[config.mk]
export PLATFORM = sky130hd
export DESIGN_NAME = lp_rx_sot_detect
export DESIGN_NICKNAME = d
export VERILOG_FILES = /design/src/rtl/lp_rx_sot_detect.sv
export SDC_FILE = /design/constraint.sdc
export NUM_CORES = 1
export LEC_CHECK = 0
export CELL_PAD_IN_SITES_DETAIL_PLACEMENT = 1
export CELL_PAD_IN_SITES_GLOBAL_PLACEMENT = 1
export CORE_MARGIN = 4
export CORE_UTILIZATION = 29
export CTS_CLUSTER_DIAMETER = 120
export DETAILED_ROUTE_END_ITERATION = 10
export DONT_BUFFER_PORTS = 1
export PLACE_DENSITY = 0.62
export SYNTH_ARGS = -nofsm -noshare
export SYNTH_HDL_FRONTEND = slang
export SYNTH_SLANG_ARGS = --single-unit
[constraint.sdc]
create_clock -name LPRX_CLK -period 3.6 [get_ports LPRX_CLK]
set_input_delay 0.54 -clock LPRX_CLK [delete_from_list [all_inputs] [get_ports LPRX_CLK]]
set_output_delay 0.54 -clock LPRX_CLK [all_outputs]
set_load 0.05 [all_outputs]
[src/rtl/lp_rx_sot_detect.sv]
// Receive-side LP line-state decoder: synchronises and deglitches Dp/Dn, follows the
// LP-11 -> LP-01 -> LP-00 start-of-transmission sequence and drives the HS receive enables.
module lp_rx_sot_detect #(
  parameter int FILT_CYCLES  = 2,
  parameter int LPX_MIN      = 8,
  parameter int TERM_DLY     = 2,
  parameter int PREP_CYCLES  = 6,
  parameter int RQST_TIMEOUT = 64
) (
  input  logic LPRX_CLK,
  input  logic RxRSt,
  input  logic LPRX_EN,
  input  logic LP_Dp,
  input  logic LP_Dn,
  output logic HSTERM_EN,
  output logic HSRX_EN,
  output logic RxActiveHS,
  output logic RxStopState,
  output logic RxHsExit,
  output logic ErrControl
);

  typedef enum logic [2:0] {
    RX_STOP,
    RX_HS_RQST,
    RX_HS_PRPR,
    RX_HS_ACTIVE,
    RX_ERR
  } state_t;

  localparam logic [3:0] FILT_C = 4'(FILT_CYCLES);
  localparam logic [7:0] LPX_C  = 8'(LPX_MIN);
  localparam logic [7:0] TERM_C = 8'(TERM_DLY);
  localparam logic [7:0] PREP_C = 8'(PREP_CYCLES);
  localparam logic [7:0] RQST_C = 8'(RQST_TIMEOUT);

  logic [1:0] s1, s2, prev, filt;
  logic [3:0] stab_cnt, stab_next;

  state_t     state, state_next;
  logic [7:0] timer, timer_inc, timer_next;
  logic       hsterm_next, hsrx_next, active_next, stop_next, exit_next, err_next;

  // A line state is accepted only after it has been seen FILT_CYCLES times in a row.
  always_comb begin
    stab_next = 4'd1;
    if (s2 == prev)
      stab_next = (stab_cnt == 4'd15) ? 4'd15 : stab_cnt + 4'd1;
  end

  always_ff @(posedge LPRX_CLK or negedge RxRSt) begin
    if (!RxRSt) begin
      s1       <= 2'b11;
      s2       <= 2'b11;
      prev     <= 2'b11;
      filt     <= 2'b11;
      stab_cnt <= 4'd0;
    end else begin
      s1       <= {LP_Dp, LP_Dn};
      s2       <= s1;
      prev     <= s2;
      stab_cnt <= stab_next;
      if (stab_next >= FILT_C)
        filt <= s2;
    end
  end

  always_comb begin
    timer_inc  = (timer == 8'hff) ? timer : timer + 8'd1;
    state_next = state;
    case (state)
      RX_STOP: begin
        if (filt == 2'b01)      state_next = RX_HS_RQST;
        else if (filt == 2'b00) state_next = RX_ERR;
      end
      RX_HS_RQST: begin
        if (filt == 2'b00)         state_next = (timer >= LPX_C) ? RX_HS_PRPR : RX_ERR;
        else if (filt == 2'b11)    state_next = RX_STOP;
        else if (filt == 2'b10)    state_next = RX_ERR;
        else if (timer == RQST_C)  state_next = RX_ERR;
      end
      RX_HS_PRPR: begin
        // Line events win over the prepare timer.
        if (filt == 2'b01 || filt == 2'b10) state_next = RX_ERR;
        else if (filt == 2'b11)             state_next = RX_STOP;
        else if (timer_inc >= PREP_C)       state_next = RX_HS_ACTIVE;
      end
      RX_HS_ACTIVE: begin
        if (filt == 2'b11) state_next = RX_STOP;
      end
      RX_ERR: begin
        if (filt == 2'b11) state_next = RX_STOP;
      end
      default: state_next = RX_STOP;
    endcase
    if (!LPRX_EN)
      state_next = RX_STOP;

    timer_next = (state_next != state || !LPRX_EN) ? 8'd0 : timer_inc;

    // Outputs are decoded from the next state so they are registered alongside it.
    hsterm_next = (state_next == RX_HS_PRPR && timer_next >= TERM_C) || state_next == RX_HS_ACTIVE;
    hsrx_next   = (state_next == RX_HS_ACTIVE);
    active_next = (state_next == RX_HS_ACTIVE);
    stop_next   = LPRX_EN && state_next == RX_STOP && filt == 2'b11;
    exit_next   = LPRX_EN && state == RX_HS_ACTIVE && state_next == RX_STOP;
    err_next    = (state_next == RX_ERR) && (state != RX_ERR);
  end

  always_ff @(posedge LPRX_CLK or negedge RxRSt) begin
    if (!RxRSt) begin
      state       <= RX_STOP;
      timer       <= 8'd0;
      HSTERM_EN   <= 1'b0;
      HSRX_EN     <= 1'b0;
      RxActiveHS  <= 1'b0;
      RxStopState <= 1'b0;
      RxHsExit    <= 1'b0;
      ErrControl  <= 1'b0;
    end else begin
      state       <= state_next;
      timer       <= timer_next;
      HSTERM_EN   <= hsterm_next;
      HSRX_EN     <= hsrx_next;
      RxActiveHS  <= active_next;
      RxStopState <= stop_next;
      RxHsExit    <= exit_next;
      ErrControl  <= err_next;
    end
  end

endmodule

==> results.sh, run 1 <==
export IMPL_status="completed"
export IMPL_wl_per_cell_um=16.6
export IMPL_power_leakage_nw=0.721
export IMPL_drc=0
export IMPL_cts_tree="yes"
export IMPL_clk_path_buf_depth=2
export IMPL_syn_inst=174
export IMPL_cts_max_level=1
export IMPL_syn_area_um2=1660
export IMPL_ant_nets=0
export IMPL_combPwrFrac_pct=30.1
export IMPL_fin_crit_sh_pct=72.5
export IMPL_grt_use_total_pct=12.1
export IMPL_die_w_um=83.6
export IMPL_p_sw_uw=378
export IMPL_async_flop_share_pct=100
export IMPL_start_util_pct=29.9
export IMPL_critPathCaptureType="flop"
export IMPL_clock_root_buffer="clkbuf_8"
export IMPL_cp_max_fo=9
export IMPL_ys_warn_count=0
export IMPL_syn_to_final_growth_pct=5.82
export IMPL_hold_viol=0
export IMPL_overflow=0
export IMPL_grt_setup_unrepaired="no"
export IMPL_hold_class="input port to asynchronous set/reset pin"
export IMPL_clk_latency_ns=0.29
export IMPL_synth_edff_count=0
export IMPL_seq_power_share_pct=44.3
export IMPL_antenna_found_initial=0
export IMPL_final_nets=181
export IMPL_cts_hold_buf=1
export IMPL_critical_path_required_ns=3.81
export IMPL_avgSynthCellArea_um2=9.52
export IMPL_syn_nets=185
export IMPL_post_dp_hpwl_um=2850
export IMPL_cts_sinks=28
export IMPL_maxSlewHeadroom_pct=33.6
export IMPL_p_int_uw=643
export IMPL_max_freq_mhz=383
export IMPL_clock_skew_final_ns=0.00471
export IMPL_arrival_ns=2.82
export IMPL_die_h_um=83.6
export IMPL_start_kind="flop"
export IMPL_dr_wl_met2_um=1800
export IMPL_cts_setup_buffers=0
export IMPL_vias_per_cell=5.38
export IMPL_io_pins=11
export IMPL_power_density_nw_per_um2=582
export IMPL_max_vdd_ir_drop_v=0.000226
export IMPL_maxCapViolCount=0
export IMPL_n_antenna_cell=0
export IMPL_tightestPinTransition_ns=0.993
export IMPL_first_pass_iters=4
export IMPL_setup_viol=0
export IMPL_slew_viol_final=0
export IMPL_fin_crit_ns=2.61
export IMPL_synth_area_leaders="dfrtp_1, dfstp_2, nor3_1"
export IMPL_wl_um=3990
export IMPL_grt_pass1_vias=1336
export IMPL_grt_pass1_wl_um=6920
export IMPL_tns_ns=0
export IMPL_worstSetupPathType="flop to flop"
export IMPL_yosysTopAreaCell="dfrtp_1"
export IMPL_p_clk_share_pct=25.6
export IMPL_place_congestion=0.906
export IMPL_coreArea_um2=5540
export IMPL_postCtsResizedCells=0
export IMPL_vias=1297
export IMPL_drive_above_1_share_pct=13.6
export IMPL_ys_ff_latch=28
export IMPL_yosys_area_top_type_share_pct=30.2
export IMPL_met3_length_um=178
export IMPL_row_count=27
export IMPL_clk_pin_slew_worst_paths_ns=0.11
export IMPL_synth_cell_types=48
export IMPL_dieArea_um2=6990
export IMPL_io_buffers=0
export IMPL_numCtsBuffers=3
export IMPL_met1_length_um=1940
export IMPL_ys_flop_type="dfrtp_1"
export IMPL_swShare_pct=37.0
export IMPL_top_layer="met4"
export IMPL_yosysSeqAreaShare_pct=42.9
export IMPL_holdWs_ns=0.0790
export IMPL_grt_max_degree=21
export IMPL_drtIter0Drc=55
[synth_stat cells, types with 3 or more instances]
cell / n
a31oi_1: 5
inv_1: 8
o21ai_0: 8
ha_1: 6
nor4_1: 4
nand4_1: 3
a21oi_1: 5
xnor2_1: 4
nand2_1: 10
buf_2: 3
or2_2: 3
nor2_1: 15
nand3_1: 7
nor2b_1: 5
nor3_1: 16
dfrtp_1: 20
dfstp_2: 8
buf_4: 5
[layout make-up]
cell class	instances	area, um2
clock buffers	3	41.3
multi-input cells	128	841
inverters	8	30.0
well taps	72	90.1
fillers	659	3790
repair buffers	1	10.0
clock inverters	1	30.0
flip-flops and latches	28	711
[final timing paths]
kind / end / cells after the start / slack (ns) / start
max in group asynchronous: timer[7] / 1 / 2.14 / RxRSt
worst max-delay path: timer[6] / 7 / 0.99 / filt[1]
worst min register to register: s2[1] / 0 / 0.36 / s1[1]
worst min-delay path: filt[1] / 0 / 0.08 / RxRSt
min in group LPRX_CLK: s1[1] / 0 / 0.24 / LP_Dp
worst max register to register: timer[6] / 7 / 0.99 / filt[1]
[cell families after synthesis]
| group | Yosys count | share of synthesized area (%) |
|---|---|---|
| AND/OR/NAND/NOR | 82 | 28.4 |
| AO/OA/AOI/OAI | 33 | 13.8 |
| flip-flops | 28 | 42.9 |
| buffers and inverters | 18 | 6.34 |
| adder cells (fa/ha/maj) | 6 | 4.53 |
| XOR/XNOR | 5 | 2.64 |
| multiplexers | 2 | 1.36 |
[flip-flops by register name (all words and copies together), names as in the netlist]
| signal | count |
|---|---|
| ErrControl | 1 |
| HSTERM_EN | 1 |
| RxActiveHS | 1 |
| RxHsExit | 1 |
| RxStopState | 1 |
| filt | 2 |
| prev | 2 |
| s1 | 2 |
| s2 | 2 |
| stab_cnt | 4 |
| state | 3 |
| timer | 8 |
[critical path: stages, from the launching register on]
cell	delay, ns
dfstp_2	0.61
inv_1	0.10
ha_1	0.27
nor4_1	0.24
o211ai_1	0.21
nand3_1	0.14
or4b_1	0.66
nor4_4	0.30
[placed cells by master (no fill, tap or decap), types with 2 or more instances in the layout]
| cell type | synthesis | final |
|---|---|---|
| nand3_1 | 7 | 7 |
| dfstp_2 | 8 | 8 |
| a31oi_1 | 5 | 5 |
| a21oi_1 | 5 | 5 |
| o211ai_1 | 2 | 2 |
| mux2_2 | 2 | 2 |
| xnor2_1 | 4 | 4 |
| ha_1 | 6 | 6 |
| nor2b_1 | 5 | 5 |
| inv_1 | 8 | 8 |
| nand2_1 | 10 | 10 |
| nand4_1 | 3 | 3 |
| nor2_1 | 15 | 15 |
| and4_1 | 2 | 2 |
| clkbuf_8 | 0 | 3 |
| nor4_1 | 4 | 4 |
| o21ai_0 | 8 | 8 |
| dfrtp_1 | 20 | 20 |
| nor3_1 | 16 | 16 |
| nand3b_1 | 2 | 2 |
| nor4b_1 | 2 | 2 |
| nor3b_1 | 2 | 2 |
| nand2b_1 | 2 | 2 |
| or2_2 | 3 | 3 |
| and3_1 | 2 | 2 |
[power groups by stage]
stage	Sequential (mW)	Combinational, mW	Clock, mW
2_1_floorplan	0.429	0.259	0
4_1_cts	0.450	0.311	0.269
3_3_place_gp	0.450	0.285	0
3_5_place_dp	0.455	0.302	0
6_report	0.452	0.307	0.262
5_1_grt	0.459	0.351	0.282
[per-stage QoR]
stage	setup WS [ns]	power (mW)	cell area, um2	cells	utilization, %
3_3_place_gp	1.12	0.735	1670	236	30.2
5_1_grt	0.803	1.09	1750	241	31.6
2_1_floorplan	1.32	0.688	1660	174	-
3_5_place_dp	1.02	0.757	1670	236	30.2
6_report	0.990	1.02	1750	241	31.6
4_1_cts	0.971	1.03	1750	241	31.6
[layer usage]
layer	vias to the layer above	track usage, %
met5	-	0
met4	0	3.65
met3	7	3.36
met2	24	18.4
met1	639	16.7
li1	627	-
Note: power is estimated with default switching activity, not from simulation.
==> run 2, diff against run 1 <==
==> constraint.sdc (replaced) <==
create_clock -name LPRX_CLK -period 2.7 [get_ports LPRX_CLK]
set_input_delay 0.405 -clock LPRX_CLK [delete_from_list [all_inputs] [get_ports LPRX_CLK]]
set_output_delay 0.405 -clock LPRX_CLK [all_outputs]
set_load 0.05 [all_outputs]
==> results.sh, run 2 (same netlist as run 1, synthesis figures left out) <==
export IMPL_final_area_um2=1810
export IMPL_numCtsBuffers=3
export IMPL_power_density_nw_per_um2=752
export IMPL_first_pass_iters=4
export IMPL_n_antenna_cell=0
export IMPL_grt_use_total_pct=12.4
export IMPL_setup_viol=0
export IMPL_start_kind="flop"
export IMPL_coreArea_um2=5540
export IMPL_io_pins=11
export IMPL_max_vdd_ir_drop_v=0.000300
export IMPL_fin_cells=246
export IMPL_drtIter0Drc=62
export IMPL_grt_setup_unrepaired="no"
export IMPL_min_delay_path_depth=0
export IMPL_drc=0
export IMPL_placed_area_um2=1700
export IMPL_die_h_um=83.6
export IMPL_dieArea_um2=6990
export IMPL_syn_to_final_growth_pct=9.06
export IMPL_critical_path_required_ns=2.90
export IMPL_placed_cells=240
export IMPL_ff2ff_setup_slack_ns=0.23
export IMPL_power_leakage_nw=0.753
export IMPL_clock_root_buffer="clkbuf_8"
export IMPL_worstReg2RegEnd="timer[6]"
export IMPL_reg2reg_from="filt[0]"
export IMPL_cp_max_fo=9
export IMPL_arrival_ns=2.67
export IMPL_status="completed"
export IMPL_regMostFlops="timer"
export IMPL_place_congestion=0.913
export IMPL_post_dp_hpwl_um=2930
export IMPL_maxSlewHeadroom_pct=37.8
export IMPL_fin_crit_ns=2.47
export IMPL_grt_pass1_vias=1384
export IMPL_hold_start="LP_Dp"
export IMPL_r2r_cells=6
export IMPL_io_buffers=0
export IMPL_die_w_um=83.6
export IMPL_clock_skew_final_ns=0.00549
export IMPL_start_util_pct=29.9
export IMPL_cts_max_level=1
export IMPL_ant_nets=0
export IMPL_top_regs="timer (8), stab_cnt (4), state (3)"
export IMPL_min_to="s1[1]"
export IMPL_final_nets=186
export IMPL_layout_common_cells="dfrtp_1, nor3_1, nor2_1"
export IMPL_clk_pin_slew_worst_paths_ns=0.10
export IMPL_cts_tree="yes"
export IMPL_row_count=27
export IMPL_hold_viol=0
export IMPL_vias=1328
export IMPL_wl_per_cell_um=16.2
export IMPL_tightestPinTransition_ns=0.933
export IMPL_maxCapViolCount=0
export IMPL_totalPowerFinal_mw=1.36
export IMPL_antenna_found_initial=0
export IMPL_vias_per_cell=5.40
export IMPL_grt_pass1_wl_um=7220
export IMPL_hold_class="input port to flop"
export IMPL_fin_crit_sh_pct=91.7
export IMPL_cts_setup_buffers=0
export IMPL_drive_above_1_share_pct=16.7
export IMPL_utilization_pct=32.6
export IMPL_slew_viol_final=0
export IMPL_tns_ns=0
export IMPL_wl_um=3980
export IMPL_fillers=648
export IMPL_final_common_cell="dfrtp_1"
export IMPL_critPathCaptureType="flop"
export IMPL_max_freq_mhz=404
export IMPL_grt_max_degree=29
export IMPL_largest_reg_flops=8
export IMPL_worstSetupPathType="flop to flop"
export IMPL_overflow=0
export IMPL_clk_latency_ns=0.28
export IMPL_clk_path_buf_depth=2
export IMPL_cts_sinks=28
[run 2: cell count changes in the layout (fill, tap and decap cells not counted), sizes merged]
cell,change
buf,+5
[run 2: timing repair]
action                                  in CTS  in global routing
resized for setup                            0                  1
hold buffers                                 2                  0
endpoints found under the hold margin       28                  0
endpoints found under the setup margin       0                  9
[run 2: stage by stage]
step	hold WS [ns]	setup WS, ns
2_1_floorplan	0.109	0.419
6_report	0.114	0.225
3_3_place_gp	0.111	0.219
4_1_cts	0.105	0.0564
3_5_place_dp	0.111	0.0881
5_1_grt	0.0884	0.0382
[run 2: worst max-delay path, cell delays in order (launching register included)]
cell      delay, ns
dfstp_2        0.59
inv_1          0.09
ha_1           0.34
a211oi_1       0.35
nor3_1         0.10
or4b_4         0.65
nor4_4         0.27
[run 2: layer usage]
layer | routed length (um) | vias up | global-route usage, %
met3 | 150 | 2 | 2.86
met4 | 20 | 0 | 2.49
met1 | 1930 | 667 | 17.3
met5 | 0 | - | 0
li1 | - | 638 | -
met2 | 1880 | 21 | 19.8
[run 2: how the worst max path moves through the flow]
stage	cells after the start	endpoint	startpoint	slack (ns)
2_1_floorplan	7	timer[6]	filt[0]	0.42
3_3_place_gp	6	timer[6]	filt[0]	0.22
3_5_place_dp	6	timer[6]	filt[1]	0.09
4_1_cts	7	timer[6]	filt[0]	0.06
5_1_grt	7	timer[4]	filt[0]	0.04
6_report	6	timer[6]	filt[0]	0.23
[run 2: area by class of cell]
| class | instances | area (um2) | area share (%) |
|---|---|---|---|
| Timing Repair Buffer | 6 | 60.1 | 3.32 |
| Sequential cell | 28 | 711 | 39.3 |
| Multi-Input combinational cell | 128 | 845 | 46.7 |
| Inverter | 8 | 30.0 | 1.66 |
| Tap cell | 72 | 90.1 | 4.99 |
| Clock inverter | 1 | 30.0 | 1.66 |
| Clock buffer | 3 | 41.3 | 2.29 |
[run 2: power breakdown]
part | internal (mW) | total (mW) | leakage, nW | switching [mW]
Sequential | 0.486 | 0.601 | 0.356 | 0.114
Combinational | 0.180 | 0.420 | 0.362 | 0.241
Clock | 0.199 | 0.337 | 0.0357 | 0.138
Total | 0.865 | 1.36 | 0.753 | 0.493
==> run 3, diff against run 2 <==
--- a/config.mk
+++ b/config.mk
@@ -8,11 +8,11 @@
 export CELL_PAD_IN_SITES_DETAIL_PLACEMENT = 1
 export CELL_PAD_IN_SITES_GLOBAL_PLACEMENT = 1
 export CORE_MARGIN = 4
-export CORE_UTILIZATION = 29
+export CORE_UTILIZATION = 48
 export CTS_CLUSTER_DIAMETER = 120
 export DETAILED_ROUTE_END_ITERATION = 10
 export DONT_BUFFER_PORTS = 1
-export PLACE_DENSITY = 0.62
+export PLACE_DENSITY = 0.88
 export SYNTH_ARGS = -nofsm -noshare
 export SYNTH_HDL_FRONTEND = slang
 export SYNTH_SLANG_ARGS = --single-unit
==> results.sh, run 3 (same netlist as run 1, synthesis figures left out) <==
export IMPL_cts_tree="yes"
export IMPL_clock_skew_final_ns=0.00876
export IMPL_ant_nets=0
export IMPL_final_nets=186
export IMPL_overflow=0
export IMPL_maxCapViolCount=0
export IMPL_fin_crit_sh_pct=95.9
export IMPL_row_count=21
export IMPL_clk_path_buf_depth=2
export IMPL_wl_per_cell_um=18.8
export IMPL_numCtsBuffers=3
export IMPL_gr_usage_met3_pct=4.05
export IMPL_die_h_um=66.7
export IMPL_largest_reg_flops=8
export IMPL_busiest_layer="met2"
export IMPL_cts_sinks=28
export IMPL_antenna_found_initial=0
export IMPL_hold_viol=0
export IMPL_tns_ns=0
export IMPL_coreArea_um2=3340
export IMPL_max_freq_mhz=386
export IMPL_drc=0
export IMPL_hold_class="input port to flop"
export IMPL_critical_path_required_ns=2.94
export IMPL_regMostFlops="timer"
export IMPL_io_buffers=0
export IMPL_syn_to_final_growth_pct=6.27
export IMPL_top_regs="timer (8), stab_cnt (4), state (3)"
export IMPL_grt_use_total_pct=20.3
export IMPL_cp_num_buf_inv=1
export IMPL_first_pass_iters=4
export IMPL_status="completed"
export IMPL_die_w_um=66.7
export IMPL_io_pins=11
export IMPL_final_common_cell="dfrtp_1"
export IMPL_place_congestion=0.908
export IMPL_arrival_ns=2.83
export IMPL_cp_cell_sequence="inv_1 > ha_1 > nor4_1 > o211ai_1 > nand3_1 > or4b_4 > nor4_1"
export IMPL_grt_max_degree=29
export IMPL_place_ws_ns=0.0799
export IMPL_clk_latency_ns=0.34
export IMPL_clk_pin_slew_worst_paths_ns=0.16
export IMPL_start_kind="flop"
export IMPL_power_leakage_nw=0.743
export IMPL_setup_viol=0
export IMPL_grtUsageMet2_pct=36.1
export IMPL_max_stage_delay_ns=0.62
export IMPL_met1_usage_pct=24.6
export IMPL_critPathCaptureType="flop"
export IMPL_dieArea_um2=4450
export IMPL_final_area_um2=1760
export IMPL_drtIter0Drc=58
export IMPL_max_vdd_ir_drop_v=0.000320
export IMPL_fin_crit_ns=2.59
export IMPL_worstSetupPathType="flop to flop"
export IMPL_crit_family="simple AND/OR/NAND/NOR gates"
export IMPL_post_dp_hpwl_um=2980
export IMPL_layout_common_cells="dfrtp_1, nor3_1, nor2_1"
export IMPL_tightestPinTransition_ns=0.937
export IMPL_cts_max_level=1
export IMPL_vias_per_cell=6.10
export IMPL_fin_ws_ns=0.110
export IMPL_drive_above_1_share_pct=15.5
export IMPL_n_antenna_cell=0
export IMPL_wl_um=4130
export IMPL_critPathSlowestCell="dfstp_2"
export IMPL_grt_pass1_wl_um=6760
export IMPL_slew_viol_final=0
export IMPL_grt_pass1_vias=1332
export IMPL_clock_root_buffer="clkbuf_4"
export IMPL_cts_setup_buffers=0
export IMPL_crit_top_cell="nor4_1"
export IMPL_totalPowerFinal_mw=1.32
export IMPL_cp_max_fo=9
export IMPL_maxSlewHeadroom_pct=37.0
export IMPL_grt_setup_unrepaired="no"
export IMPL_vias=1343
export IMPL_start_util_pct=49.6
export IMPL_power_density_nw_per_um2=751
export IMPL_placed_area_um2=1650
-- run 3: changes by cell type in the layout (fill, tap and decap cells not counted), sizes merged --
cell	previous run	this run
buf	5	3
dlygate4sd3	1	3
-- run 3: final timing paths --
path | from | endpoint | slack, ns | cells after the start
setup / recovery | filt[1] | timer[4] | 0.11 | 7
hold / removal | LPRX_EN | RxHsExit | 0.21 | 1
setup reg to reg | filt[1] | timer[4] | 0.11 | 7
hold reg to reg | s1[1] | s2[1] | 0.37 | 0
max in group asynchronous | RxRSt | s1[0] | 1.98 | 2
min in group asynchronous | RxRSt | state[2] | 0.48 | 2
-- run 3: through the flow --
step	utilization (%)	hold WS [ns]	instances
2_1_floorplan	-	0.109	174
3_3_place_gp	49.6	0.111	212
3_5_place_dp	49.6	0.110	212
4_1_cts	52.0	0.0271	218
5_1_grt	52.8	0.188	220
6_report	52.8	0.206	220
-- run 3: layout make-up --
type / instances / area (um2)
clock buffer: 3 / 22.5
clock inverter: 1 / 30.0
fill: 393 / 1580
inverter: 8 / 30.0
multi-input combinational: 128 / 845
sequential: 28 / 711
tap: 46 / 57.6
timing repair buffer: 6 / 65.1
-- run 3: what timing repair did --
| item | in CTS | in global routing |
|---|---|---|
| endpoints found under the setup margin | 0 | 9 |
| gates resized for setup | 0 | 1 |
| hold endpoints to repair | 28 | 2 |
| hold buffers | 2 | 2 |
-- run 3: power breakdown --
group | switching, mW | total, mW | internal [mW]
Clock | 0.131 | 0.281 | 0.150
Combinational | 0.258 | 0.438 | 0.181
Sequential | 0.117 | 0.604 | 0.487
Total | 0.505 | 1.32 | 0.818
-- run 3: layer usage --
metal | share of wire, % | up-vias | wire length [um]
met4 | 2.2 | 0 | 91
met5 | 0 | - | 0
met1 | 43 | 679 | 1780
li1 | - | 635 | -
met2 | 53 | 19 | 2170
met3 | 2.2 | 10 | 91
